File: src/rtl/multu_hilo_unit.sv
// multu_hilo_unit -- sequential unsigned shift-add multiplier with HI/LO registers and a registered read port.
// Revision 1.0
`default_nettype none

module multu_hilo_unit #(
  parameter logic [5:0] MULTU = 6'd25,
  parameter logic [5:0] HI    = 6'd61,
  parameter logic [5:0] LO    = 6'd60,
  parameter int         WIDTH = 32
) (
  input  logic             clk,
  input  logic             reset,
  input  logic [5:0]       signal,
  input  logic [WIDTH-1:0] dataA,
  input  logic [WIDTH-1:0] dataB,
  output logic             busy,
  output logic             done,
  output logic [WIDTH-1:0] hiOut,
  output logic [WIDTH-1:0] loOut,
  output logic [WIDTH-1:0] dataOut
);

  localparam int             CW   = $clog2(WIDTH);
  localparam logic [CW-1:0]  LAST = CW'(WIDTH - 1);

  typedef enum logic [0:0] {
    IDLE = 1'b0,
    RUN  = 1'b1
  } state_t;

  state_t               state;
  logic [CW-1:0]        count;
  logic [2*WIDTH-1:0]   mcand;
  logic [WIDTH-1:0]     mplier;
  logic [2*WIDTH-1:0]   product;
  logic [WIDTH-1:0]     hi_reg;
  logic [WIDTH-1:0]     lo_reg;
  logic [WIDTH-1:0]     read_reg;
  logic                 busy_reg;
  logic                 done_reg;
  logic [2*WIDTH-1:0]   sum;

  // Post-add product of the current iteration; also the final product on the last one.
  assign sum = mplier[0] ? (product + mcand) : product;

  always_ff @(posedge clk or posedge reset) begin
    if (reset) begin
      state    <= IDLE;
      count    <= '0;
      mcand    <= '0;
      mplier   <= '0;
      product  <= '0;
      hi_reg   <= '0;
      lo_reg   <= '0;
      read_reg <= '0;
      busy_reg <= 1'b0;
      done_reg <= 1'b0;
    end else begin
      done_reg <= 1'b0;

      // Reads sample HI/LO before any completion write on this same edge.
      if (signal == HI) begin
        read_reg <= hi_reg;
      end else if (signal == LO) begin
        read_reg <= lo_reg;
      end

      case (state)
        IDLE: begin
          if (signal == MULTU) begin
            mcand    <= {{WIDTH{1'b0}}, dataA};
            mplier   <= dataB;
            product  <= '0;
            count    <= '0;
            state    <= RUN;
            busy_reg <= 1'b1;
          end
        end
        RUN: begin
          product <= sum;
          mcand   <= mcand << 1;
          mplier  <= mplier >> 1;
          count   <= count + CW'(1);
          if (count == LAST) begin
            hi_reg   <= sum[2*WIDTH-1:WIDTH];
            lo_reg   <= sum[WIDTH-1:0];
            state    <= IDLE;
            busy_reg <= 1'b0;
            done_reg <= 1'b1;
          end
        end
        default: state <= IDLE;
      endcase
    end
  end

  assign busy    = busy_reg;
  assign done    = done_reg;
  assign hiOut   = hi_reg;
  assign loOut   = lo_reg;
  assign dataOut = read_reg;

endmodule

`default_nettype wire

File: config.mk
export PLATFORM = sky130hd
export DESIGN_NAME = multu_hilo_unit
export DESIGN_NICKNAME = d
export VERILOG_FILES = /design/src/rtl/multu_hilo_unit.sv
export SDC_FILE = /design/constraint.sdc
export NUM_CORES = 1
export LEC_CHECK = 0
export BUFFER_PORTS_ARGS = -buffer_cell sky130_fd_sc_hd__buf_2
export CORE_ASPECT_RATIO = 0.6
export CORE_MARGIN = 3
export CORE_UTILIZATION = 40
export CTS_CLUSTER_SIZE = 24
export DETAILED_ROUTE_END_ITERATION = 7
export SLEW_MARGIN = 20
export SYNTH_ARGS = -nofsm -noshare
export SYNTH_HDL_FRONTEND = slang
export SYNTH_SLANG_ARGS = --single-unit
export TNS_END_PERCENT = 10
File: constraint.sdc
create_clock -name clk -period 9.13 [get_ports clk]
set_clock_uncertainty 0.15 [all_clocks]
set_input_delay 2.2825 -clock clk [delete_from_list [all_inputs] [get_ports clk]]
set_output_delay 2.2825 -clock clk [all_outputs]
set_load 0.01 [all_outputs]
==> impl_metrics.env, run 1 <==
export IMPL_status="finished, final reports clean"
export IMPL_multiInputGateArea_um2=8050
export IMPL_globalRouteOverflowTotal=0
export IMPL_grt_pass1_vias=11800
export IMPL_ios=170
export IMPL_post_cts_buffers=0
export IMPL_diodes=0
export IMPL_min_period_over_period_pct=50.0
export IMPL_nNetsFinal=1888
export IMPL_synth_async_reset_ratio_pct=100
export IMPL_yosysWarnings=0
export IMPL_synth_edff_count=0
export IMPL_drc=0
export IMPL_syn_area_per_cell_um2=9.18
export IMPL_cp_slowest_cell="buf_2"
export IMPL_min_path_type="reg -> reg"
export IMPL_crit_chain="buf_2, and3_4, buf_4, nor2_1, mux2_2"
export IMPL_placed_cells=2224
export IMPL_swShare_pct=44.7
export IMPL_antenna_found_initial=1
export IMPL_fin_ws_ns=4.57
export IMPL_ys_flop_type="dfrtp_1"
export IMPL_internal_power_mw=3.20
export IMPL_ys_seq_area_share_pct=43.5
export IMPL_seqCellArea_um2=6610
export IMPL_routed_via_count=12700
export IMPL_cp_max_fo=51
export IMPL_area_delta_synth_final_pct=14.0
export IMPL_final_util_pct=46.9
export IMPL_synth_fp_nets=1792
export IMPL_power_switching_mw=2.58
export IMPL_dp_hpwl_um=35300
export IMPL_setup_viol=0
export IMPL_via_per_inst=5.59
export IMPL_period_minus_slack_ns=4.56
export IMPL_cts_tree="built"
export IMPL_die_h_um=157
export IMPL_endpoint_kind="register"
export IMPL_stdcell_area_um2=17300
export IMPL_cp_start_kind="input port"
export IMPL_final_cells=2273
export IMPL_hold_slack_ns=0.321
export IMPL_ys_ff_latch=264
export IMPL_drv_slew=0
export IMPL_drive_gt1_share_pct=14.0
export IMPL_tightest_slew_ns=1.08
export IMPL_drtPass1Iterations=5
export IMPL_finalPower_mw=5.79
export IMPL_routed_wl_um=47100
export IMPL_initial_utilization_pct=41.1
export IMPL_clkSlewWorstSetupHoldPaths_ns=0.07
export IMPL_antenna_left=0
export IMPL_cts_resized=0
export IMPL_path_buf_inv=2
export IMPL_cp_arrival_ns=4.87
export IMPL_die_area_um2=40400
export IMPL_p_leak_nw=8.00
export IMPL_path_delay_family="buffers and inverters"
export IMPL_cts_buffer_depth=3
export IMPL_syn_inst=1654
export IMPL_rsz0062_at_grt="no"
export IMPL_fin_setup_tns_ns=0
export IMPL_drtIter0Drc=1282
export IMPL_placed_cell_area_um2=16300
export IMPL_peakVddDrop_mv=0.152
export IMPL_wl_per_cell_um=20.7
export IMPL_holdBufCountCts=0
export IMPL_row_count=54
export IMPL_p_per_area_nw_per_um2=334
export IMPL_syn_area_um2=15200
export IMPL_p_comb_share_pct=45.7
export IMPL_grt_usage_pct=23.1
export IMPL_grt_max_degree=160
export IMPL_place_congestion=0.977
export IMPL_port_buffers=169
export IMPL_grt_pass1_wl_um=72600
export IMPL_cts_root_buf="clkbuf_16"
export IMPL_maxCapViolations=0
export IMPL_power_share_sequential_pct=33.9
export IMPL_synthDistinctLibCells=65
export IMPL_fmax_mhz=219
export IMPL_critPathKind="in -> reg"
export IMPL_crit_required_ns=9.44
export IMPL_htree_levels=1
export IMPL_numCtsBuffers=27
export IMPL_relSlewSlack_pct=28.1
export IMPL_reg_top3="mcand: 64 flops, product: 64 flops"
export IMPL_hold_viol_final=0
export IMPL_dieWidth_um=257
export IMPL_cts_sinks=264
export IMPL_place_ws_ns=3.97
export IMPL_core_um2=36900
export IMPL_p_clk_share_pct=20.4
export IMPL_max_stage_delay_ns=0.79
export IMPL_insertion_delay_ns=0.57
export IMPL_fillers=3603
==> cell usage in the layout (no fill, tap or decap), drive strengths merged, types with 10 or more instances in the layout <==
cell,Yosys,final
a21o,37,37
a21oi,130,130
a22o,43,43
a31oi,13,13
buf,28,181
clkbuf,86,31
clkinv,1,10
dfrtp,264,264
ha,65,65
inv,26,28
mux2i,161,161
nand2,277,277
nand3,14,14
nand4,26,26
nor2,80,80
nor3,11,11
nor3b,10,10
o21ai,206,206
o21bai,20,20
xnor2,38,38
xor2,24,24
==> Yosys cell counts, types with 5 or more instances <==
cell type | n | area share, %
nand2_1 | 276 | 6.8
dfrtp_1 | 264 | 44
o21ai_0 | 201 | 6.6
mux2i_1 | 161 | 11
a21oi_1 | 130 | 4.3
clkbuf_1 | 85 | 2.1
nor2_1 | 80 | 2.0
ha_1 | 65 | 5.4
a22o_1 | 43 | 2.5
xnor2_1 | 38 | 2.2
a21o_1 | 37 | 1.8
inv_1 | 26 | 0.64
nand4_1 | 25 | 1.0
xor2_1 | 24 | 1.4
o21bai_1 | 20 | 0.99
buf_1 | 14 | 0.35
buf_2 | 14 | 0.46
nand3_1 | 14 | 0.46
a31oi_1 | 13 | 0.54
nor3_1 | 11 | 0.36
nor3b_1 | 10 | 0.49
and3_1 | 7 | 0.29
a211o_1 | 6 | 0.35
nor2b_1 | 6 | 0.25
o21a_1 | 6 | 0.30
o31ai_1 | 6 | 0.30
a211oi_1 | 5 | 0.25
nand3b_1 | 5 | 0.25
o21ai_1 | 5 | 0.16
==> area by class of cell <==
class,instances,share of cell area [%]
flip-flops and latches,264,38.2
multi-input cells,1249,46.5
clock inverters,17,1.24
well taps,504,3.64
clock buffers,31,4.16
inverters,27,0.607
repair buffers,181,5.60
==> power groups by stage <==
stage / clock network [mW] / registers [mW] / logic [mW]
floorplan: 0 / 1.81 / 1.88
global placement: 0 / 1.96 / 2.55
detailed placement: 0 / 1.97 / 2.58
CTS: 1.21 / 1.95 / 2.60
global route: 1.26 / 2.01 / 2.91
finish: 1.18 / 1.96 / 2.64
==> layer usage <==
| layer | routed length, um | GRT usage [%] | vias to the layer above |
|---|---|---|---|
| met5 | 0 | 0 | - |
| met4 | 884 | 4.29 | 0 |
| met3 | 4250 | 6.62 | 55 |
| met2 | 17700 | 30.1 | 431 |
| met1 | 24300 | 37.1 | 6124 |
| li1 | - | - | 6096 |
==> worst min-delay path, cell delays in order, from the launching register on <==
cell and delay, ns:
dfrtp_1 0.34, nand2_1 0.05, o21ai_0 0.06
==> logic make-up (layout without fill, tap and decap cells) <==
logic type / after synthesis / after routing / share of synthesized area (%)
compound gates: 502 / 502 / 19.9
xor+xnor: 62 / 62 / 3.58
fa+ha+maj: 66 / 66 / 5.49
buf+inv: 141 / 256 / 3.61
flops: 264 / 264 / 43.5
mux: 162 / 162 / 10.7
simple gates: 457 / 457 / 13.2
==> path summary, 6_finish.rpt <==
| check | startpoint | to | slack [ns] | cells after the start |
|---|---|---|---|---|
| setup reg to reg | mcand[4] | product[63] | 4.69 | 11 |
| setup / recovery | signal[0] | count[0] | 4.57 | 5 |
| hold / removal | mplier[30] | mplier[29] | 0.32 | 2 |
| max in group asynchronous | reset | hiOut[25] | 5.86 | 3 |
| min in group asynchronous | reset | mcand[4] | 1.68 | 2 |
| hold reg to reg | mplier[30] | mplier[29] | 0.32 | 2 |
Note: power is estimated with default switching activity, not from simulation.
==> inputs of run 2 (changes only) <==
==> constraint.sdc (replaced) <==
create_clock -name clk -period 4.46 [get_ports clk]
set_clock_uncertainty 0.15 [all_clocks]
set_input_delay 1.115 -clock clk [delete_from_list [all_inputs] [get_ports clk]]
set_output_delay 1.115 -clock clk [all_outputs]
set_load 0.01 [all_outputs]
==> run 2 against run 1 <==
Against the previous run: highest routed layer unchanged; hold slack worse by 0.0086 ns; clock-buffer cell count rose by 7; routed wire length increased by 5.4%.
==> impl_metrics.env, run 2 (synthesis results as in run 1) <==
export IMPL_tightest_slew_ns=0.997
export IMPL_drive_gt1_share_pct=14.1
export IMPL_place_congestion=0.975
export IMPL_grt_pass1_vias=12100
export IMPL_insertion_delay_ns=0.59
export IMPL_dieWidth_um=257
export IMPL_cp_arrival_ns=4.32
export IMPL_swShare_pct=44.6
export IMPL_final_common_cell="nand2_1"
export IMPL_relSlewSlack_pct=33.6
export IMPL_status="finished, final reports clean"
export IMPL_crit_chain="ha_1, nand4_1, nor4_1, a21oi_1, or4_1, a21boi_1, a31oi_1, mux2i_1, a211o_1"
export IMPL_fin_setup_tns_ns=0
export IMPL_nNetsFinal=1895
export IMPL_row_count=54
export IMPL_placed_cell_area_um2=16400
export IMPL_cp_max_fo=7
export IMPL_htree_levels=1
export IMPL_drc=0
export IMPL_crit_required_ns=4.78
export IMPL_fillers=3539
export IMPL_drtPass1Iterations=5
export IMPL_area_delta_synth_final_pct=14.7
export IMPL_cp_start_kind="register"
export IMPL_final_cells=2281
export IMPL_numCtsBuffers=28
export IMPL_dp_hpwl_um=36500
export IMPL_max_stage_delay_ns=0.78
export IMPL_die_area_um2=40400
export IMPL_initial_utilization_pct=41.1
export IMPL_maxCapViolations=0
export IMPL_cts_resized=0
export IMPL_routed_wl_um=49600
export IMPL_power_switching_mw=5.31
export IMPL_clkSlewWorstSetupHoldPaths_ns=0.06
export IMPL_endpoint_kind="register"
export IMPL_fmax_mhz=250
export IMPL_setup_viol=0
export IMPL_core_um2=36900
export IMPL_p_leak_nw=8.04
export IMPL_cts_tree="built"
export IMPL_post_cts_buffers=0
export IMPL_min_path_type="reg -> reg"
export IMPL_stdcell_area_um2=17400
export IMPL_cts_sinks=264
export IMPL_drv_slew=0
export IMPL_ios=170
export IMPL_finalPower_mw=11.9
export IMPL_grt_pass1_wl_um=75700
export IMPL_rsz0062_at_grt="no"
export IMPL_final_cell_mix="nand2_1 (275), dfrtp_1 (262), o21ai_0 (201), buf_2 (169), mux2i_1 (161)"
export IMPL_drtIter0Drc=1532
export IMPL_p_clk_share_pct=20.6
export IMPL_grt_max_degree=119
export IMPL_cp_slowest_cell="nor4_1"
export IMPL_hold_viol_final=0
export IMPL_die_h_um=157
export IMPL_holdBufCountCts=0
export IMPL_placed_cells=2231
export IMPL_period_minus_slack_ns=4.01
export IMPL_cts_buffer_depth=3
export IMPL_internal_power_mw=6.59
export IMPL_critPathKind="reg -> reg"
export IMPL_routed_via_count=12900
export IMPL_min_period_over_period_pct=89.8
export IMPL_via_per_inst=5.65
export IMPL_power_share_sequential_pct=33.8
export IMPL_p_comb_share_pct=45.6
export IMPL_wl_per_cell_um=21.7
export IMPL_peakVddDrop_mv=0.293
export IMPL_antenna_found_initial=0
export IMPL_p_per_area_nw_per_um2=684
export IMPL_port_buffers=169
export IMPL_antenna_left=0
export IMPL_grt_usage_pct=24.2
export IMPL_cts_root_buf="clkbuf_16"
export IMPL_globalRouteOverflowTotal=0
export IMPL_reg_top3="mcand: 64 flops, product: 64 flops"
-- run 2: cell types whose count changed in the layout (fill, tap and decap cells not counted), sizes merged --
cell and change:
bufinv -1, diode +1, inv -3, buf +6, clkbuf +7, clkinv -2
-- run 2: path summary, 6_finish.rpt --
| path | slack [ns] | endpoint | start | cells past startpoint |
|---|---|---|---|---|
| worst min register to register | 0.31 | mplier[29] | mplier[30] | 2 |
| worst min-delay path | 0.31 | mplier[29] | mplier[30] | 2 |
| max in group asynchronous | 2.62 | product[54] | reset | 3 |
| min in group asynchronous | 0.58 | product[5] | reset | 2 |
| worst max register to register | 0.45 | hiOut[28] | mcand[14] | 9 |
| worst max-delay path | 0.45 | hiOut[28] | mcand[14] | 9 |
-- run 2: power by group through the flow --
stage                     Sequential [mW]  Combinational (mW)  Clock (mW)
after floorplan                      3.70                3.86           0
after global placement               4.01                5.27           0
after detailed placement             4.03                5.29           0
after CTS                            4.00                5.32        2.50
after global routing                 4.12                5.97        2.61
final                                4.02                5.42        2.46
-- run 2: layer usage --
| metal | GRT usage [%] | vias to the layer above | part of all wire (%) |
|---|---|---|---|
| met1 | 38.7 | 6278 | 51 |
| met2 | 31.8 | 470 | 38 |
| met4 | 4.42 | 0 | 1.7 |
| met3 | 6.99 | 50 | 9.3 |
| li1 | - | 6088 | - |
| met5 | 0 | - | 0 |
-- run 2: critical path, delay by kind of cell (launching register included) --
| kind | cells | cell delay (ns) |
|---|---|---|
| AOI/OAI and AO/OA | 4 | 1.08 |
| adders and majority gates | 1 | 0.43 |
| DFF | 1 | 0.41 |
| muxes | 1 | 0.17 |
| and+or+nand+nor | 3 | 1.64 |
-- run 2: cell type report --
class | instances | area, um^2 | area share (%)
clock inverters | 11 | 158 | 0.906
diodes | 1 | 2.50 | 0.0144
repair buffers | 187 | 1050 | 6.02
inverters | 27 | 105 | 0.604
well taps | 504 | 631 | 3.62
multi-input cells | 1249 | 8050 | 46.3
flip-flops and latches | 264 | 6610 | 38.0
clock buffers | 38 | 798 | 4.59
-- run 2: metrics by stage --
| step | hold WS [ns] | setup WS (ns) | util, % |
|---|---|---|---|
| 3_3_place_gp | 0.304 | 0.689 | 44.6 |
| 6_report | 0.313 | 0.454 | 47.2 |
| 3_5_place_dp | 0.325 | 0.635 | 44.6 |
| 5_1_grt | 0.346 | 0.262 | 47.2 |
| 2_1_floorplan | 0.293 | -0.289 | - |
| 4_1_cts | 0.314 | 0.598 | 47.2 |
